[config.mk]
export PLATFORM = sky130hd
export DESIGN_NAME = pipeline_decode
export DESIGN_NICKNAME = d
export VERILOG_FILES = /design/src/rtl/mips_defs.sv /design/src/rtl/regfile.sv /design/src/rtl/pipeline_decode.sv
export SDC_FILE = /design/constraint.sdc
export NUM_CORES = 2
export LEC_CHECK = 0
export CORE_ASPECT_RATIO = 0.7
export CORE_MARGIN = 2
export CORE_UTILIZATION = 25
export CTS_CLUSTER_SIZE = 40
export DETAILED_ROUTE_END_ITERATION = 6
export SLEW_MARGIN = 20
export SYNTH_ARGS = -nofsm -noshare
export SYNTH_HDL_FRONTEND = slang
export SYNTH_SLANG_ARGS = --single-unit
[constraint.sdc]
create_clock -name clk -period 22.2 [get_ports clk]
set_clock_uncertainty 0.05 [all_clocks]
set_input_delay 4.44 -clock clk [delete_from_list [all_inputs] [get_ports clk]]
set_output_delay 4.44 -clock clk [all_outputs]
set_load 0.005 [all_outputs]
[src/rtl/mips_defs.sv]
// Shared MIPS decode definitions.
// Opcodes, functs, branch command codes and field decode.
package mips_defs;

  localparam logic [1:0]  LOAD_USE_STALL = 2'd1;
  localparam logic [31:0] NOP_WORD       = 32'h0000_0000;

  localparam logic [5:0] OP_RTYPE  = 6'h00;
  localparam logic [5:0] OP_REGIMM = 6'h01;
  localparam logic [5:0] OP_J      = 6'h02;
  localparam logic [5:0] OP_JAL    = 6'h03;
  localparam logic [5:0] OP_BEQ    = 6'h04;
  localparam logic [5:0] OP_BNE    = 6'h05;
  localparam logic [5:0] OP_BLEZ   = 6'h06;
  localparam logic [5:0] OP_BGTZ   = 6'h07;
  localparam logic [5:0] OP_ADDI   = 6'h08;
  localparam logic [5:0] OP_ANDI   = 6'h0C;
  localparam logic [5:0] OP_ORI    = 6'h0D;
  localparam logic [5:0] OP_XORI   = 6'h0E;
  localparam logic [5:0] OP_LUI    = 6'h0F;
  localparam logic [5:0] OP_LB     = 6'h20;
  localparam logic [5:0] OP_LHU    = 6'h25;
  localparam logic [5:0] OP_SB     = 6'h28;
  localparam logic [5:0] OP_SW     = 6'h2B;

  localparam logic [5:0] FN_JR     = 6'h08;
  localparam logic [5:0] FN_JALR   = 6'h09;

  typedef enum logic [3:0] {
    EB_NONE   = 4'h0,
    EB_JUMP   = 4'h1,
    EB_BRANCH = 4'h2,
    EB_JREG   = 4'h3
  } eb_cmd_t;

  typedef struct packed {
    logic [4:0]  rs;
    logic [4:0]  rt;
    logic [4:0]  dest;
    logic [31:0] imm;
    logic        load;
    logic        use_rs;
    logic        use_rt;
    eb_cmd_t     cmd;
  } dec_t;

  function automatic dec_t decode(input logic [31:0] inst);
    logic [5:0] op;
    dec_t d;
    op = inst[31:26];
    d.rs = inst[25:21];
    d.rt = inst[20:16];
    d.load = op inside {[OP_LB:OP_LHU]};
    d.use_rs = !(op inside {OP_J, OP_JAL, OP_LUI});
    d.use_rt = op inside {OP_RTYPE, OP_BEQ, OP_BNE,
                          [OP_SB:OP_SW]};
    unique case (1'b1)
      op inside {OP_ANDI, OP_ORI, OP_XORI}:
        d.imm = {16'h0, inst[15:0]};
      op == OP_LUI:
        d.imm = {inst[15:0], 16'h0};
      default:
        d.imm = {{16{inst[15]}}, inst[15:0]};
    endcase
    unique case (1'b1)
      op == OP_RTYPE:
        d.dest = inst[15:11];
      op == OP_JAL:
        d.dest = 5'd31;
      (op inside {[OP_ADDI:OP_LUI]}) || d.load:
        d.dest = inst[20:16];
      default:
        d.dest = 5'd0;
    endcase
    unique case (1'b1)
      op inside {OP_J, OP_JAL}:
        d.cmd = EB_JUMP;
      op inside {OP_REGIMM, [OP_BEQ:OP_BGTZ]}:
        d.cmd = EB_BRANCH;
      (op == OP_RTYPE) &&
      (inst[5:0] inside {FN_JR, FN_JALR}):
        d.cmd = EB_JREG;
      default:
        d.cmd = EB_NONE;
    endcase
    return d;
  endfunction

endpackage

[src/rtl/regfile.sv]
// 32x32 register file, two async reads, one write.
// r0 is hardwired to zero; same-cycle writes bypass to reads.
module regfile (
  input  logic        clk,
  input  logic [4:0]  rs_addr,
  input  logic [4:0]  rt_addr,
  output logic [31:0] rs_data,
  output logic [31:0] rt_data,
  input  logic        wb_enable,
  input  logic [4:0]  wb_addr,
  input  logic [31:0] wb_data
);

  logic [31:0] mem [32];

  // write port; contents are intentionally not reset
  always_ff @(posedge clk) begin
    if (wb_enable && wb_addr != 5'd0)
      mem[wb_addr] <= wb_data;
  end

  // rs read with r0 and write-back bypass
  always_comb begin
    rs_data = mem[rs_addr];
    if (rs_addr == 5'd0)
      rs_data = '0;
    else if (wb_enable && wb_addr == rs_addr)
      rs_data = wb_data;
  end

  // rt read with r0 and write-back bypass
  always_comb begin
    rt_data = mem[rt_addr];
    if (rt_addr == 5'd0)
      rt_data = '0;
    else if (wb_enable && wb_addr == rt_addr)
      rt_data = wb_data;
  end

endmodule

[src/rtl/pipeline_decode.sv]
// Decode stage: input slot, operand read, issue to ALU.
// Also drives load-use stall and early branch class to fetch.
module pipeline_decode #(
  parameter logic [1:0]  LOAD_USE_STALL = 2'd1,
  parameter logic [31:0] NOP_WORD       = 32'h0000_0000
) (
  input  logic        clk,
  input  logic        rst,
  input  logic [31:0] pc_in,
  input  logic [31:0] inst_in,
  input  logic        flush,
  input  logic        wb_enable,
  input  logic [4:0]  wb_addr,
  input  logic [31:0] wb_data,
  output logic [1:0]  stall_request,
  output logic [3:0]  early_branch_cmd,
  output logic [31:0] pc_out,
  output logic [31:0] inst_out,
  output logic [31:0] rs_val,
  output logic [31:0] rt_val,
  output logic [31:0] imm_ext,
  output logic [4:0]  dest_reg,
  output logic        is_load
);

  import mips_defs::*;

  logic        slot_valid;
  logic [31:0] slot_pc;
  logic [31:0] slot_inst;
  dec_t        dec;
  logic        hazard;
  logic        issue;
  logic [31:0] rs_data;
  logic [31:0] rt_data;

  // field decode of the held slot
  always_comb begin
    dec = decode(slot_inst);
  end

  regfile u_rf (
    .clk       (clk),
    .rs_addr   (dec.rs),
    .rt_addr   (dec.rt),
    .rs_data   (rs_data),
    .rt_data   (rt_data),
    .wb_enable (wb_enable),
    .wb_addr   (wb_addr),
    .wb_data   (wb_data)
  );

  // hazard compares the slot against the load just issued
  always_comb begin
    hazard = slot_valid && is_load && dest_reg != 5'd0 &&
             ((dec.use_rs && dec.rs == dest_reg) ||
              (dec.use_rt && dec.rt == dest_reg));
    issue = slot_valid && !hazard && !flush;
    stall_request = (hazard && !flush) ? LOAD_USE_STALL : 2'd0;
    early_branch_cmd = issue ? dec.cmd : EB_NONE;
  end

  // slot capture and registered issue bundle
  always_ff @(posedge clk or posedge rst) begin
    if (rst) begin
      slot_valid <= 1'b0;
      slot_pc    <= '0;
      slot_inst  <= '0;
      pc_out     <= '0;
      inst_out   <= '0;
      rs_val     <= '0;
      rt_val     <= '0;
      imm_ext    <= '0;
      dest_reg   <= '0;
      is_load    <= 1'b0;
    end else begin
      if (flush) begin
        slot_valid <= 1'b0;
        slot_pc    <= '0;
        slot_inst  <= '0;
      end else if (!hazard) begin
        slot_valid <= inst_in != '0;
        slot_pc    <= pc_in;
        slot_inst  <= inst_in;
      end
      pc_out   <= issue ? slot_pc : '0;
      inst_out <= issue ? slot_inst : NOP_WORD;
      rs_val   <= issue ? rs_data : '0;
      rt_val   <= issue ? rt_data : '0;
      imm_ext  <= issue ? dec.imm : '0;
      dest_reg <= issue ? dec.dest : '0;
      is_load  <= issue && dec.load;
    end
  end

endmodule

==> impl_metrics.xml <==
<?xml version="1.0" encoding="UTF-8"?>
<metrics>
  <group name="global_route">
    <metric name="first_global_vias" unit="">32230</metric>
    <metric name="grt_first_pass_wirelength" unit="µm">247400</metric>
    <metric name="number_of_antenna_violations_at_the_first_check_in_global_routing" unit="">15</metric>
    <metric name="groute.usage.overall" unit="%">15.12</metric>
    <metric name="globalRoute.totalOverflow" unit="">0</metric>
    <metric name="grt_start_max_net_pins" unit="">161</metric>
  </group>
  <group name="cells_and_area">
    <metric name="final_layout_size_suffix_gt1_share" unit="%">26.86</metric>
    <metric name="largest_register_ff_count" unit="">1024</metric>
    <metric name="utilization" unit="%">29.74</metric>
    <metric name="fin_cells" unit="">6407</metric>
    <metric name="max_flop_register" unit="">u_rf.mem</metric>
    <metric name="fin_nets" unit="">3462</metric>
    <metric name="area.growth.synth_to_final" unit="%">18.51</metric>
  </group>
  <group name="run">
    <metric name="maxCapViolCount" unit="">0</metric>
  </group>
  <group name="clock_network">
    <metric name="cts_htree_levels" unit="">3</metric>
    <metric name="clkTransAtPathRegs" unit="ns">0.06</metric>
    <metric name="cts.path.max_buffers" unit="">3</metric>
    <metric name="tritoncts" unit="">built</metric>
    <metric name="cts-hold-fix-buffers" unit="">0</metric>
    <metric name="root_buffer" unit="">clkbuf_16</metric>
    <metric name="clk-insertion-delay-late" unit="ns">0.75</metric>
    <metric name="cts_setup_buffers" unit="">0</metric>
    <metric name="clock-sinks" unit="">1255</metric>
    <metric name="numCtsBuffers" unit="">118</metric>
    <metric name="cts-resized-gates" unit="">0</metric>
  </group>
  <group name="floorplanning">
    <metric name="die_w" unit="µm">569.2</metric>
    <metric name="start_util" unit="%">25.10</metric>
    <metric name="die_area" unit="µm²">227500</metric>
    <metric name="io_pins" unit="">277</metric>
    <metric name="floorplan.die.height" unit="µm">399.7</metric>
    <metric name="fp.coreArea" unit="µm²">222800</metric>
    <metric name="row_count" unit="">145</metric>
  </group>
  <group name="synthesis">
    <metric name="netlist_area" unit="µm²">55910</metric>
    <metric name="yosysWarnings" unit="">0</metric>
    <metric name="yosys.cell_count.top_type" unit="">edfxtp_1</metric>
    <metric name="synth_largest_type_area_fraction" unit="%">55.00</metric>
    <metric name="synth_cell_types" unit="">47</metric>
    <metric name="synth_async_sr_flop_share" unit="%">18.41</metric>
    <metric name="netlist_top_cells_count" unit="">edfxtp_1, mux4_2, dfrtp_1</metric>
    <metric name="synth_area_leaders" unit="">edfxtp_1, mux4_2, dfrtp_1</metric>
    <metric name="postSynthRegisterBits" unit="">1255</metric>
    <metric name="yosysTopAreaCell" unit="">edfxtp_1</metric>
    <metric name="synthesis.instances" unit="">3113</metric>
    <metric name="ys_dominant_reg_cell" unit="">edfxtp_1</metric>
    <metric name="syn_avg_cell_area" unit="µm²">17.96</metric>
    <metric name="synth_edf_count" unit="">1024</metric>
    <metric name="synth-seq-area-share" unit="%">65.33</metric>
  </group>
  <group name="critical_path">
    <metric name="crit_fanout" unit="">67</metric>
    <metric name="worstSetupEndpointType" unit="">output pin</metric>
    <metric name="worstRegToRegCells" unit="">7</metric>
    <metric name="start_kind" unit="">primary input</metric>
    <metric name="timing.critical_path.required" unit="ns">17.71</metric>
    <metric name="setup.worst_path.end" unit="">early_branch_cmd[1]</metric>
    <metric name="arrival" unit="ns">6.56</metric>
    <metric name="worstReg2RegEnd" unit="">rs_val[13]</metric>
    <metric name="crit-reg2reg-launch" unit="">slot_inst[21]</metric>
    <metric name="setup.worst_path.start" unit="">flush</metric>
    <metric name="rrSetupSlack" unit="ns">17.74</metric>
    <metric name="classification_of_the_worst_setup_path" unit="">in2out</metric>
  </group>
  <group name="sta">
    <metric name="final-hold-violation-count" unit="">0</metric>
    <metric name="grt_setup_unrepaired" unit="">no</metric>
    <metric name="fin_crit_sh" unit="%">49.77</metric>
    <metric name="worst_max_slew_margin_expressed_relative_to_the_limit" unit="%">21.39</metric>
    <metric name="fin_setup_tns" unit="ns">0</metric>
    <metric name="max_clock_freq" unit="GHz">0.09051</metric>
    <metric name="max_slew.worst_pin.slew" unit="ns">1.179</metric>
    <metric name="final-setup-viol-count" unit="">0</metric>
    <metric name="maxSlewViolCount" unit="">0</metric>
    <metric name="period_needed" unit="ns">11.05</metric>
  </group>
  <group name="power">
    <metric name="vdd_ir_drop_max" unit="mV">0.06625</metric>
    <metric name="tot_pwr" unit="mW">5.179</metric>
    <metric name="total_leakage_power" unit="nW">20.96</metric>
    <metric name="power-per-cell-area" unit="nW/µm²">78.15</metric>
  </group>
  <group name="placement">
    <metric name="io_buffers" unit="">273</metric>
    <metric name="hpwlAfterDp" unit="µm">101400</metric>
    <metric name="post-place-cells" unit="">6176</metric>
    <metric name="place_congestion" unit="">0.7845</metric>
  </group>
  <group name="routing">
    <metric name="totalWireLength" unit="µm">176600</metric>
    <metric name="drt_pass1_iterations" unit="">5</metric>
    <metric name="antenna_left" unit="">0</metric>
    <metric name="routed-via-count" unit="">32980</metric>
    <metric name="drc" unit="">0</metric>
    <metric name="detail_route.wl_per_cell" unit="µm">27.57</metric>
    <metric name="vias_per_cell" unit="">5.147</metric>
    <metric name="detailedRoute.firstIterationViolations" unit="">4312</metric>
  </group>
  <group name="run_status">
    <metric name="status" unit="">complete, no violations</metric>
  </group>
  <group name="worst_hold_path">
    <metric name="timing.hold.worst.class" unit="">reg2reg</metric>
  </group>
</metrics>
## report_power, final
| group | internal (mW) | switching (mW) |
|---|---|---|
| clock network | 1.20 | 0.934 |
| registers | 2.59 | 0.0355 |
| logic | 0.181 | 0.235 |
## kinds of logic after synthesis
family                 count (synthesis)  synth area share [%]
buffers and inverters                267                 2.117
AO/OA/AOI/OAI                        436                 5.523
multiplexers                         670                 22.34
other                                  1              0.006707
AND/OR/NAND/NOR                      464                 4.370
flip-flops                          1255                 65.33
XOR/XNOR                              20                0.3133
## layer usage
layer	GRT usage (%)	vias up	wire (µm)
met3	3.483	222	16960
met4	3.423	12	3638
li1	-	13260	-
met2	22.47	1655	77960
met5	0	-	75
met1	22.32	17830	78010
## worst max-delay path: stages
cell and delay, ns:
buf_2 0.09, buf_4 0.35, nand2b_1 0.36, nand2b_1 0.18
buf_4 0.23, nor4_1 0.28, clkdlybuf4s50_1 0.57
## layout by cell type (no fill, tap or decap), drive strengths merged, types with 39 or more instances in the layout
| master | Yosys | layout |
|---|---|---|
| a22oi | 123 | 123 |
| mux4 | 452 | 452 |
| nor2b | 72 | 72 |
| a21oi | 135 | 135 |
| nand2 | 39 | 39 |
| o22ai | 51 | 51 |
| and2 | 79 | 79 |
| edfxtp | 1024 | 1024 |
| clkdlybuf4s50 | 0 | 245 |
| mux2 | 101 | 101 |
| dfrtp | 231 | 231 |
| clkbuf | 122 | 162 |
| a211oi | 63 | 63 |
| buf | 141 | 108 |
| mux2i | 117 | 117 |
| nor2 | 146 | 146 |
| clkinv | 0 | 45 |
## cell type report
type | count | area (µm²)
Fill cell | 21760 | 156500
Sequential cell | 1255 | 36550
Multi-Input combinational cell | 1625 | 18640
Tap cell | 2940 | 3679
Clock buffer | 162 | 3369
Timing Repair Buffer | 353 | 3276
Clock inverter | 64 | 715.7
Inverter | 4 | 23.77
Antenna cell | 4 | 10.01
## worst min-delay path by stage
stage               depth (start not counted)         end  slack (ns)   startpoint
global route                                1  pc_out[16]        0.45  slot_pc[16]
finish                                      1  pc_out[14]        0.43  slot_pc[14]
floorplan                                   1  pc_out[26]        0.40  slot_pc[26]
global placement                            1  pc_out[30]        0.41  slot_pc[30]
CTS                                         1  pc_out[29]        0.43  slot_pc[29]
detailed placement                          1  pc_out[29]        0.41  slot_pc[29]
## per-stage QoR
stage	instance area (µm²)	hold WS (ns)	setup WS (ns)
final	66260	0.4260	11.15
after global routing	66260	0.4519	10.92
after CTS	66350	0.4290	11.11
after detailed placement	62270	0.4143	11.13
after global placement	62270	0.4137	11.14
after floorplan	56040	0.4028	11.38
(Power assumes the default switching activity.)
